[src/rtl/ofdm_rx_pkg.sv]
// ofdm_rx_pkg
// Shared definitions for the OFDM receive path: the frame scheduler state
// encoding and the default frame geometry used by the scheduler, symbol
// extraction and FFT stages.
package ofdm_rx_pkg;

  // PeakFinded-high cycles before the first LTS useful sample
  // (LTS cyclic prefix of 32 minus the 10-cycle processing delay).
  localparam int LTS_DELAY_DEF = 22;
  // Useful samples per OFDM symbol.
  localparam int SYM_LEN_DEF   = 64;
  // Cyclic-prefix samples per data symbol; also the drain length.
  localparam int CP_LEN_DEF    = 16;

  typedef enum logic [2:0] {
    ST_IDLE,
    ST_LTS_WAIT,
    ST_LTS,
    ST_DATA,
    ST_DRAIN
  } sched_state_t;

endpackage

[src/rtl/rx_symbol_scheduler.sv]
// rx_symbol_scheduler
// Frame-level sequencer for the OFDM receive path. Converts the one-cycle
// SyncDetect pulse from the timing-sync block into the PeakFinded window for
// symbol extraction, tags each useful sample with its symbol number and
// sample index, and reports frame completion or abort.
//
// Ports:
//   Clk         in   clock
//   Rst_n       in   asynchronous active-low reset
//   SyncDetect  in   one-cycle pulse at the end of the STS
//   CfgSymbols  in   number of data symbols (sampled on accepted SyncDetect)
//   Abort       in   one-cycle abort pulse (e.g. carrier lost)
//   PeakFinded  out  frame window enable to symbol extraction
//   SymValid    out  high on useful-sample cycles
//   SymStart    out  pulse on the first useful sample of each symbol
//   SymIndex    out  sample index within the symbol, 0 outside windows
//   SymNum      out  0 = LTS, 1..CfgSymbols = data symbol
//   Busy        out  frame in progress
//   FrameDone   out  one-cycle pulse on normal completion
//   FrameErr    out  one-cycle pulse on abort
module rx_symbol_scheduler
  import ofdm_rx_pkg::*;
#(
  parameter int LTS_DELAY = LTS_DELAY_DEF,
  parameter int SYM_LEN   = SYM_LEN_DEF,
  parameter int CP_LEN    = CP_LEN_DEF
) (
  input  logic       Clk,
  input  logic       Rst_n,
  input  logic       SyncDetect,
  input  logic [7:0] CfgSymbols,
  input  logic       Abort,
  output logic       PeakFinded,
  output logic       SymValid,
  output logic       SymStart,
  output logic [5:0] SymIndex,
  output logic [7:0] SymNum,
  output logic       Busy,
  output logic       FrameDone,
  output logic       FrameErr
);

  localparam logic [6:0] WAIT_LAST   = 7'(LTS_DELAY - 1);
  localparam logic [6:0] SYM_LAST    = 7'(SYM_LEN - 1);
  localparam logic [6:0] PERIOD_LAST = 7'(SYM_LEN + CP_LEN - 1);
  localparam logic [6:0] DRAIN_LAST  = 7'(CP_LEN - 1);
  localparam logic [6:0] USEFUL_END  = 7'(SYM_LEN);

  sched_state_t state, state_d;
  logic [6:0]   cnt, cnt_d;
  logic [7:0]   sym, sym_d;
  logic [7:0]   nsym, nsym_d;

  logic       peak_d, valid_d, start_d, busy_d, done_d, err_d;
  logic [5:0] index_d;
  logic [7:0] num_d;

  always_ff @(posedge Clk or negedge Rst_n) begin
    if (!Rst_n) begin
      state      <= ST_IDLE;
      cnt        <= '0;
      sym        <= '0;
      nsym       <= '0;
      PeakFinded <= 1'b0;
      SymValid   <= 1'b0;
      SymStart   <= 1'b0;
      SymIndex   <= '0;
      SymNum     <= '0;
      Busy       <= 1'b0;
      FrameDone  <= 1'b0;
      FrameErr   <= 1'b0;
    end else begin
      state      <= state_d;
      cnt        <= cnt_d;
      sym        <= sym_d;
      nsym       <= nsym_d;
      PeakFinded <= peak_d;
      SymValid   <= valid_d;
      SymStart   <= start_d;
      SymIndex   <= index_d;
      SymNum     <= num_d;
      Busy       <= busy_d;
      FrameDone  <= done_d;
      FrameErr   <= err_d;
    end
  end

  // Outputs are decoded from the next-state values so that every output is a
  // flop yet still lines up with the state the frame is entering.
  always_comb begin
    state_d = state;
    cnt_d   = cnt;
    sym_d   = sym;
    nsym_d  = nsym;
    err_d   = 1'b0;

    case (state)
      ST_IDLE: begin
        if (SyncDetect && !Abort) begin
          state_d = ST_LTS_WAIT;
          cnt_d   = '0;
          sym_d   = '0;
          nsym_d  = CfgSymbols;
        end
      end
      ST_LTS_WAIT: begin
        if (cnt == WAIT_LAST) begin
          state_d = ST_LTS;
          cnt_d   = '0;
        end else begin
          cnt_d = cnt + 7'd1;
        end
      end
      ST_LTS: begin
        if (cnt == SYM_LAST) begin
          cnt_d = '0;
          if (nsym != 8'd0) begin
            state_d = ST_DATA;
            sym_d   = 8'd1;
          end else begin
            state_d = ST_DRAIN;
          end
        end else begin
          cnt_d = cnt + 7'd1;
        end
      end
      ST_DATA: begin
        // A period is the useful window followed by the CP of the next
        // symbol, so the last symbol's period ends on a CP-length tail.
        if (cnt == PERIOD_LAST) begin
          cnt_d = '0;
          if (sym == nsym) begin
            state_d = ST_DRAIN;
          end else begin
            sym_d = sym + 8'd1;
          end
        end else begin
          cnt_d = cnt + 7'd1;
        end
      end
      ST_DRAIN: begin
        if (cnt == DRAIN_LAST) begin
          state_d = ST_IDLE;
          cnt_d   = '0;
          sym_d   = '0;
          nsym_d  = '0;
        end else begin
          cnt_d = cnt + 7'd1;
        end
      end
      default: begin
        state_d = ST_IDLE;
        cnt_d   = '0;
        sym_d   = '0;
        nsym_d  = '0;
      end
    endcase

    if (Abort && (state != ST_IDLE)) begin
      state_d = ST_IDLE;
      cnt_d   = '0;
      sym_d   = '0;
      nsym_d  = '0;
      err_d   = 1'b1;
    end

    peak_d  = (state_d == ST_LTS_WAIT) || (state_d == ST_LTS) || (state_d == ST_DATA);
    valid_d = (state_d == ST_LTS) || ((state_d == ST_DATA) && (cnt_d < USEFUL_END));
    start_d = valid_d && (cnt_d == 7'd0);
    index_d = valid_d ? cnt_d[5:0] : 6'd0;
    // SymNum holds through the CP tail and drain, and reads 0 otherwise.
    num_d   = ((state_d == ST_DATA) || (state_d == ST_DRAIN)) ? sym_d : 8'd0;
    busy_d  = (state_d != ST_IDLE);
    done_d  = (state_d == ST_DRAIN) && (cnt_d == DRAIN_LAST);
  end

endmodule
[config.mk]
export PLATFORM = sky130hd
export DESIGN_NAME = rx_symbol_scheduler
export DESIGN_NICKNAME = d
export VERILOG_FILES = /design/src/rtl/ofdm_rx_pkg.sv /design/src/rtl/rx_symbol_scheduler.sv
export SDC_FILE = /design/constraint.sdc
export NUM_CORES = 1
export LEC_CHECK = 0
export BUFFER_PORTS_ARGS = -buffer_cell sky130_fd_sc_hd__buf_2
export CAP_MARGIN = 20
export CELL_PAD_IN_SITES_DETAIL_PLACEMENT = 1
export CELL_PAD_IN_SITES_GLOBAL_PLACEMENT = 2
export CORE_ASPECT_RATIO = 0.6
export CORE_MARGIN = 5
export CORE_UTILIZATION = 32
export DETAILED_ROUTE_END_ITERATION = 10
export HOLD_SLACK_MARGIN = 0.03
export PLACE_DENSITY = 0.76
export SLEW_MARGIN = 20
export SYNTH_ARGS = -nofsm -noshare
export SYNTH_HDL_FRONTEND = slang
export SYNTH_SLANG_ARGS = --single-unit
[constraint.sdc]
create_clock -name Clk -period 2.5 [get_ports Clk]
set_input_delay 0.375 -clock Clk [delete_from_list [all_inputs] [get_ports Clk]]
set_output_delay 0.375 -clock Clk [all_outputs]
set_load 0.005 [all_outputs]
**Yosys cells after proc, flatten, opt, wreduce, memory -nomap -nowiden**

Cells that the tools add are included.

- $add $sub $neg: 2
- $lt $le $gt $ge: 1
- Equality and inequality tests: 17
- Mux-type cells: 31
- Reduce and logical (&&, ||, !) cells: 17

Operators by type and width:

| cell | number |
|---|---|
| $mux W8 | 11 |
| $mux W7 | 6 |
| $pmux W8 S5 | 1 |
| $pmux W7 S5 | 1 |
| $mux W3 | 8 |
| $pmux W8 S3 | 1 |
| $pmux W3 S5 | 1 |
| $eq A7 B4 Y1 const B | 2 |
| $eq A3 B2 Y1 const B | 4 |
| $add A8 B1 Y8 const B | 1 |
| $eq A8 B8 Y1 | 1 |
| $reduce_bool A8 Y1 | 1 |
| $add A7 B1 Y7 const B | 1 |
| $eq A7 B5 Y1 const B | 1 |
| $eq A7 B6 Y1 const B | 1 |
| $eq A7 B7 Y1 const B | 1 |
| $logic_not A7 Y1 | 1 |
| $lt A7 B7 Y1 const B | 1 |
| $eq A3 B1 Y1 const B | 2 |
| $eq A3 B3 Y1 const B | 2 |
| $mux W6 | 1 |
| $ne A3 B3 Y1 const B | 2 |
| $reduce_bool A3 Y1 | 2 |
| $logic_and A1 B1 Y1 | 5 |
| 7 further kinds | 10 |

- Register bits: 46
- Input port bits: 12
- Output and inout bits: 20
- Word-level logic and storage cells: 80

**Longest topological paths before layout**

- Word-level depth: 9
- Gate-level depth with buffers: 9
- Mapped depth without buffers: 9

**Worst setup path before layout**

No wires, ideal clock.

- Path kind: register to register
- Start point: register cnt[0]
- End point: register FrameDone
- Library setup time: 96 ps
- Data arrival time: 2330 ps
- Data required time: 2404 ps
- Setup slack: 74 ps
- Stages on the path, launching flop included: 9
- Path buffers: 0
- Period minus slack after synthesis: 2426 ps
- Cells stage by stage: dfrtp_1 > ha_1 > nand3_1 > o311a_4 > or4_4 > a21oi_2 > nor4_1 > or3_4 > nor4_2

- Longest elaborated chain between the ends: 6
- Elaborated cells between the ends (all ways): 21
- Those cells by class: 1 x add/sub; 6 x eq/ne; 13 x mux; 1 x reduce/logical

Ends and longest elaborated chain:

| item | RTL line | text |
|---|---|---|
| start: declaration | rx_symbol_scheduler.sv:50 | `logic [6:0] cnt, cnt_d;` |
| start signal: assignment | rx_symbol_scheduler.sv:74 | `cnt <= cnt_d;` |
| $add A7 B1 Y7, or another cell as far along | - |  |
| $mux W7, on equally long branches | - |  |
| $pmux W7 S5 * | rx_symbol_scheduler.sv:97 | `case (state)` |
| $mux W7 * | rx_symbol_scheduler.sv:159 | `if (Abort && (state != ST_IDLE)) begin` |
| net cnt_d[6] | rx_symbol_scheduler.sv:50 |  |
| $eq A7 B4 Y1 * | rx_symbol_scheduler.sv:174 | `done_d = (state_d == ST_DRAIN) && (cnt_d == DRAIN_LAST);` |
| $logic_and A1 B1 Y1 * | rx_symbol_scheduler.sv:174 |  |
| net done_d | rx_symbol_scheduler.sv:54 | `logic peak_d, valid_d, start_d, busy_d, done_d, err_d;` |
| end signal: assignment | rx_symbol_scheduler.sv:83 | `FrameDone <= done_d;` |
| end: declaration | rx_symbol_scheduler.sv:39 | `output logic FrameDone,` |

Mark *: on every way through the listed nets, which the timed path passes. The rest lies on a longest branch.
A chain may end at the register's enable or synchronous reset.

**Worst setup path in the final report**

- Start point: register cnt[1]
- End point: register FrameDone

The elaborated chain is that of the path after synthesis.

==> impl_metrics.csv <==
group,metric,value,unit
status,outcome,"finished clean",
synth,synth_compound_area_share,17.9,%
finish,seq_area,1150,um^2
global_route,grt_pass1_wl,11.4,mm
timing,setup_viol,0,
setup_path,path_class,"reg2reg",
detailed_routing,drc,0,
finish,nets,322,
detailed_routing,wl_per_cell,17.3,um
hold_path,hold_path_depth,2,
die,num_rows,24,
finish,areaGrowthSynthToFinish,31.4,%
finish,diodes,0,
die,die_h,76.3,um
hold_path,min_to,"nsym[1]",
power_and_ir_drop,power.switching,0.900,mW
timing,hold_viol,0,
setup_path,reg2reg_depth,9,
synth,synth_xor_area_share,3.74,%
setup_path,crit_chain,"inv_2 > ha_4 > nand4b_1 > o21a_1 > or4_4 > a21oi_4 > nor4_4 > or3_4 > nor4_2",
setup_path,worst_setup_path_start_kind,"flip-flop",
setup_path,crit_fanout,3,
timing,fmax,401,MHz
cts,clk_pin_slew_worst_paths,0.07,ns
setup_path,crit_path_end_kind,"flip-flop",
power_and_ir_drop,p_int,1.64,mW
power_and_ir_drop,finalPower,2.54,mW
global_route,antenna_found_initial,0,
timing,final_max_slew_viol_count,0,
detailed_routing,wl_met3,388,um
timing,finClkSkew,0.00367,ns
setup_path,cp.arrival,2.69,ns
power_and_ir_drop,peakVddDrop,0.000353,V
timing,setup_tns,0,ns
finish,final_cell_mix,"dfrtp_1 (46), buf_4 (34), buf_2 (31)",
job,max_cap_violations,0,
die,design.portCount,32,
cts,insertion_delay,0.28,ns
finish,postLayoutCoreUtil,42.9,%
synth,synthAdderAreaFrac,1.60,%
synth,ys_ff_latch,46,
finish,multiInputGateArea,1190,um^2
power_and_ir_drop,pwr-share-seq,37.2,%
detailed_routing,ant_nets,0,
synth,yosysTopAreaCell,"dfrtp_1",
finish,fin_area,3080,um^2
global_route,track_usage,15.5,%
cts,clockBufferDepth,2,
setup_path,cp_top_family,"simple AND/OR/NAND/NOR gates",
placed_design,place_inst,383,
placed_design,place.detailed.hpwl,5.23,mm
setup_path,cp.required,2.69,ns
power_and_ir_drop,p_leak,1.42,nW
cts,numCtsBuffers,5,
setup_path,reg2reg_setup_slack,0.004,ns
die,die_area,9190,um^2
synth,synthTopCellsByArea,"dfrtp_1 (49%), nor2_1 (3.7%), a21oi_1 (3.6%), xnor2_1 (3.4%), a22o_1 (3.0%)",
placed_design,port_buffers,31,
synth,yosys.area_share.simple,24.8,%
synth,synth_area,2340,um^2
global_route,grt_start_max_net_pins,26,
die,core-area,7180,um^2
detailed_routing,drt-total-wl,6.91,mm
detailed_routing,vias,2077,
synth,synth_mux_area_share,0.427,%
detailed_routing,firstDrtPassIters,4,
synth,synth.top_cell.area_share,49.1,%
synth,synth_top_family_by_area,"simple AND/OR/NAND/NOR gates",
placed_design,dpl-instance-area,2800,um^2
cts,clock-root-buffer,"clkbuf_16",
synth,synth-seq-area-share,49.1,%
setup_path,path_buf_inv,1,
global_route,grt_pass1_vias,2082,
finish,fillers,807,
detailed_routing,viasPerCell,5.21,
timing,grt_setup_unrepaired,"true",
setup_path,cpPeakStageDelay,0.53,ns
synth,synth_area_per_cell,9.80,um^2
power_and_ir_drop,clockPowerShare,26.4,%
synth,syn-num-nets,254,
power_and_ir_drop,sw_frac_of_total,35.5,%
power_and_ir_drop,powerDensity,825,nW/um^2
power_and_ir_drop,power_frac_comb,36.4,%
cts,cts_max_level,2,
global_route,grt-ovfl-total,0,
setup_path,r2r-start,"cnt[1]",
timing,tightest_slew,0.556,ns
timing,fin_ws,0.00372,ns
synth,syn_inst,239,
hold_path,hold_class,"in2reg",
cts,tritoncts,"yes",
hold_path,worstHoldStart,"CfgSymbols[1]",
detailed_routing,routed.top_layer,"met4",
synth,yosys_warnings,0,
detailed_routing,drt_iter0_drc,150,
finish,layout.cells.non_filler,399,
finish,drive_gt1_share,31.8,%
die,start_util,32.6,%
die,die_x,120,um
synth,ys_types,49,
placed_design,pre_cts_slack,-0.0740,ns
timing,min_period_over_period,99.9,%
setup_path,slowest_stage,"or4_4",
detailed_routing,dr_wl_met2,2.60,mm
finish,final_common_cell,"dfrtp_1",
timing,max_slew_margin,62.9,%
placed_design,gp_congestion,0.884,
cts,cts.sink_count,46,
detailed_routing,wl_met1,3.92,mm
timing,worst_hold_slack,0.311,ns
setup_path,r2r-end,"FrameDone",
timing,period_minus_slack,2.50,ns
## what timing repair did
action | CTS | global route
hold buffers | 1 | 0
resized for setup | 1 | 13
endpoints found under the hold margin | 2 | 0
pin swaps | 1 | 9
setup buffers | 2 | 5
endpoints found under the setup margin | 2 | 11
## worst max-delay path by stage
| stage | start | endpoint | slack (ns) | cells after the start |
|---|---|---|---|---|
| 2_1_floorplan | cnt[0] | FrameDone | 0.07 | 8 |
| 3_3_place_gp | cnt[1] | FrameDone | 0.04 | 8 |
| 3_5_place_dp | cnt[1] | FrameDone | -0.07 | 8 |
| 4_1_cts | cnt[1] | FrameDone | -0.02 | 8 |
| 5_1_grt | cnt[1] | SymStart | -0.09 | 9 |
| 6_report | cnt[1] | FrameDone | 0.004 | 9 |
## cells by family (layout without fill, tap and decap cells)
logic type	Yosys count	in the layout
AOI/OAI and AO/OA	61	61
xor gates and xnor gates	10	10
adders and majority gates	3	3
buffers and inverters	14	83
DFF	46	46
muxes	1	1
and+or+nand+nor	104	104
## final cells by class
cell class / count / area share (%)
multi-input cells: 179 / 38.8
flip-flops and latches: 46 / 37.4
repair buffers: 68 / 14.4
clock buffers: 5 / 4.07
well taps: 91 / 3.70
inverters: 7 / 0.854
clock inverters: 3 / 0.773
## synthesized netlist by cell type (all sizes together)
master	n
and3	5
clkbuf	5
o2111ai	1
nand2	16
a21bo	2
o21a	1
o31a	1
inv	7
a21o	2
buf	2
a211oi	1
nand4	4
nand4b	1
o311ai	2
xor2	1
nor3b	3
or3	4
o311a	2
or2b	1
o21ai	13
and3b	1
and2	2
a22o	8
nor4	7
a21oi	18
xnor2	9
ha	3
nor2b	10
dfrtp	46
or2	3
a31oi	5
nand3b	1
nor3	9
nand3	7
or4	2
or3b	2
a311oi	3
a311o	1
nor2	23
o22ai	1
nand2b	3
mux2i	1
## flip-flops by register name, indices dropped and copies added, names as in the netlist
name	cells
state	3
SymNum	8
Busy	1
nsym	8
SymValid	1
PeakFinded	1
SymStart	1
cnt	7
sym	8
SymIndex	6
FrameErr	1
FrameDone	1
## metal layers
metal | track usage [%] | vias up
met5 | 0 | -
met4 | 1.81 | 0
met3 | 3.93 | 2
met2 | 19.6 | 52
met1 | 26.0 | 1009
li1 | - | 1014
## power by group through the flow
stage          clock, mW  combinational [mW]  sequential, mW
2_1_floorplan          0               0.477           0.927
5_1_grt            0.731                1.02           0.959
6_report           0.670               0.925           0.943
3_3_place_gp           0               0.794           0.948
4_1_cts            0.689               0.819           0.935
3_5_place_dp           0               0.799           0.948
Note: power is estimated with default switching activity, not from simulation.
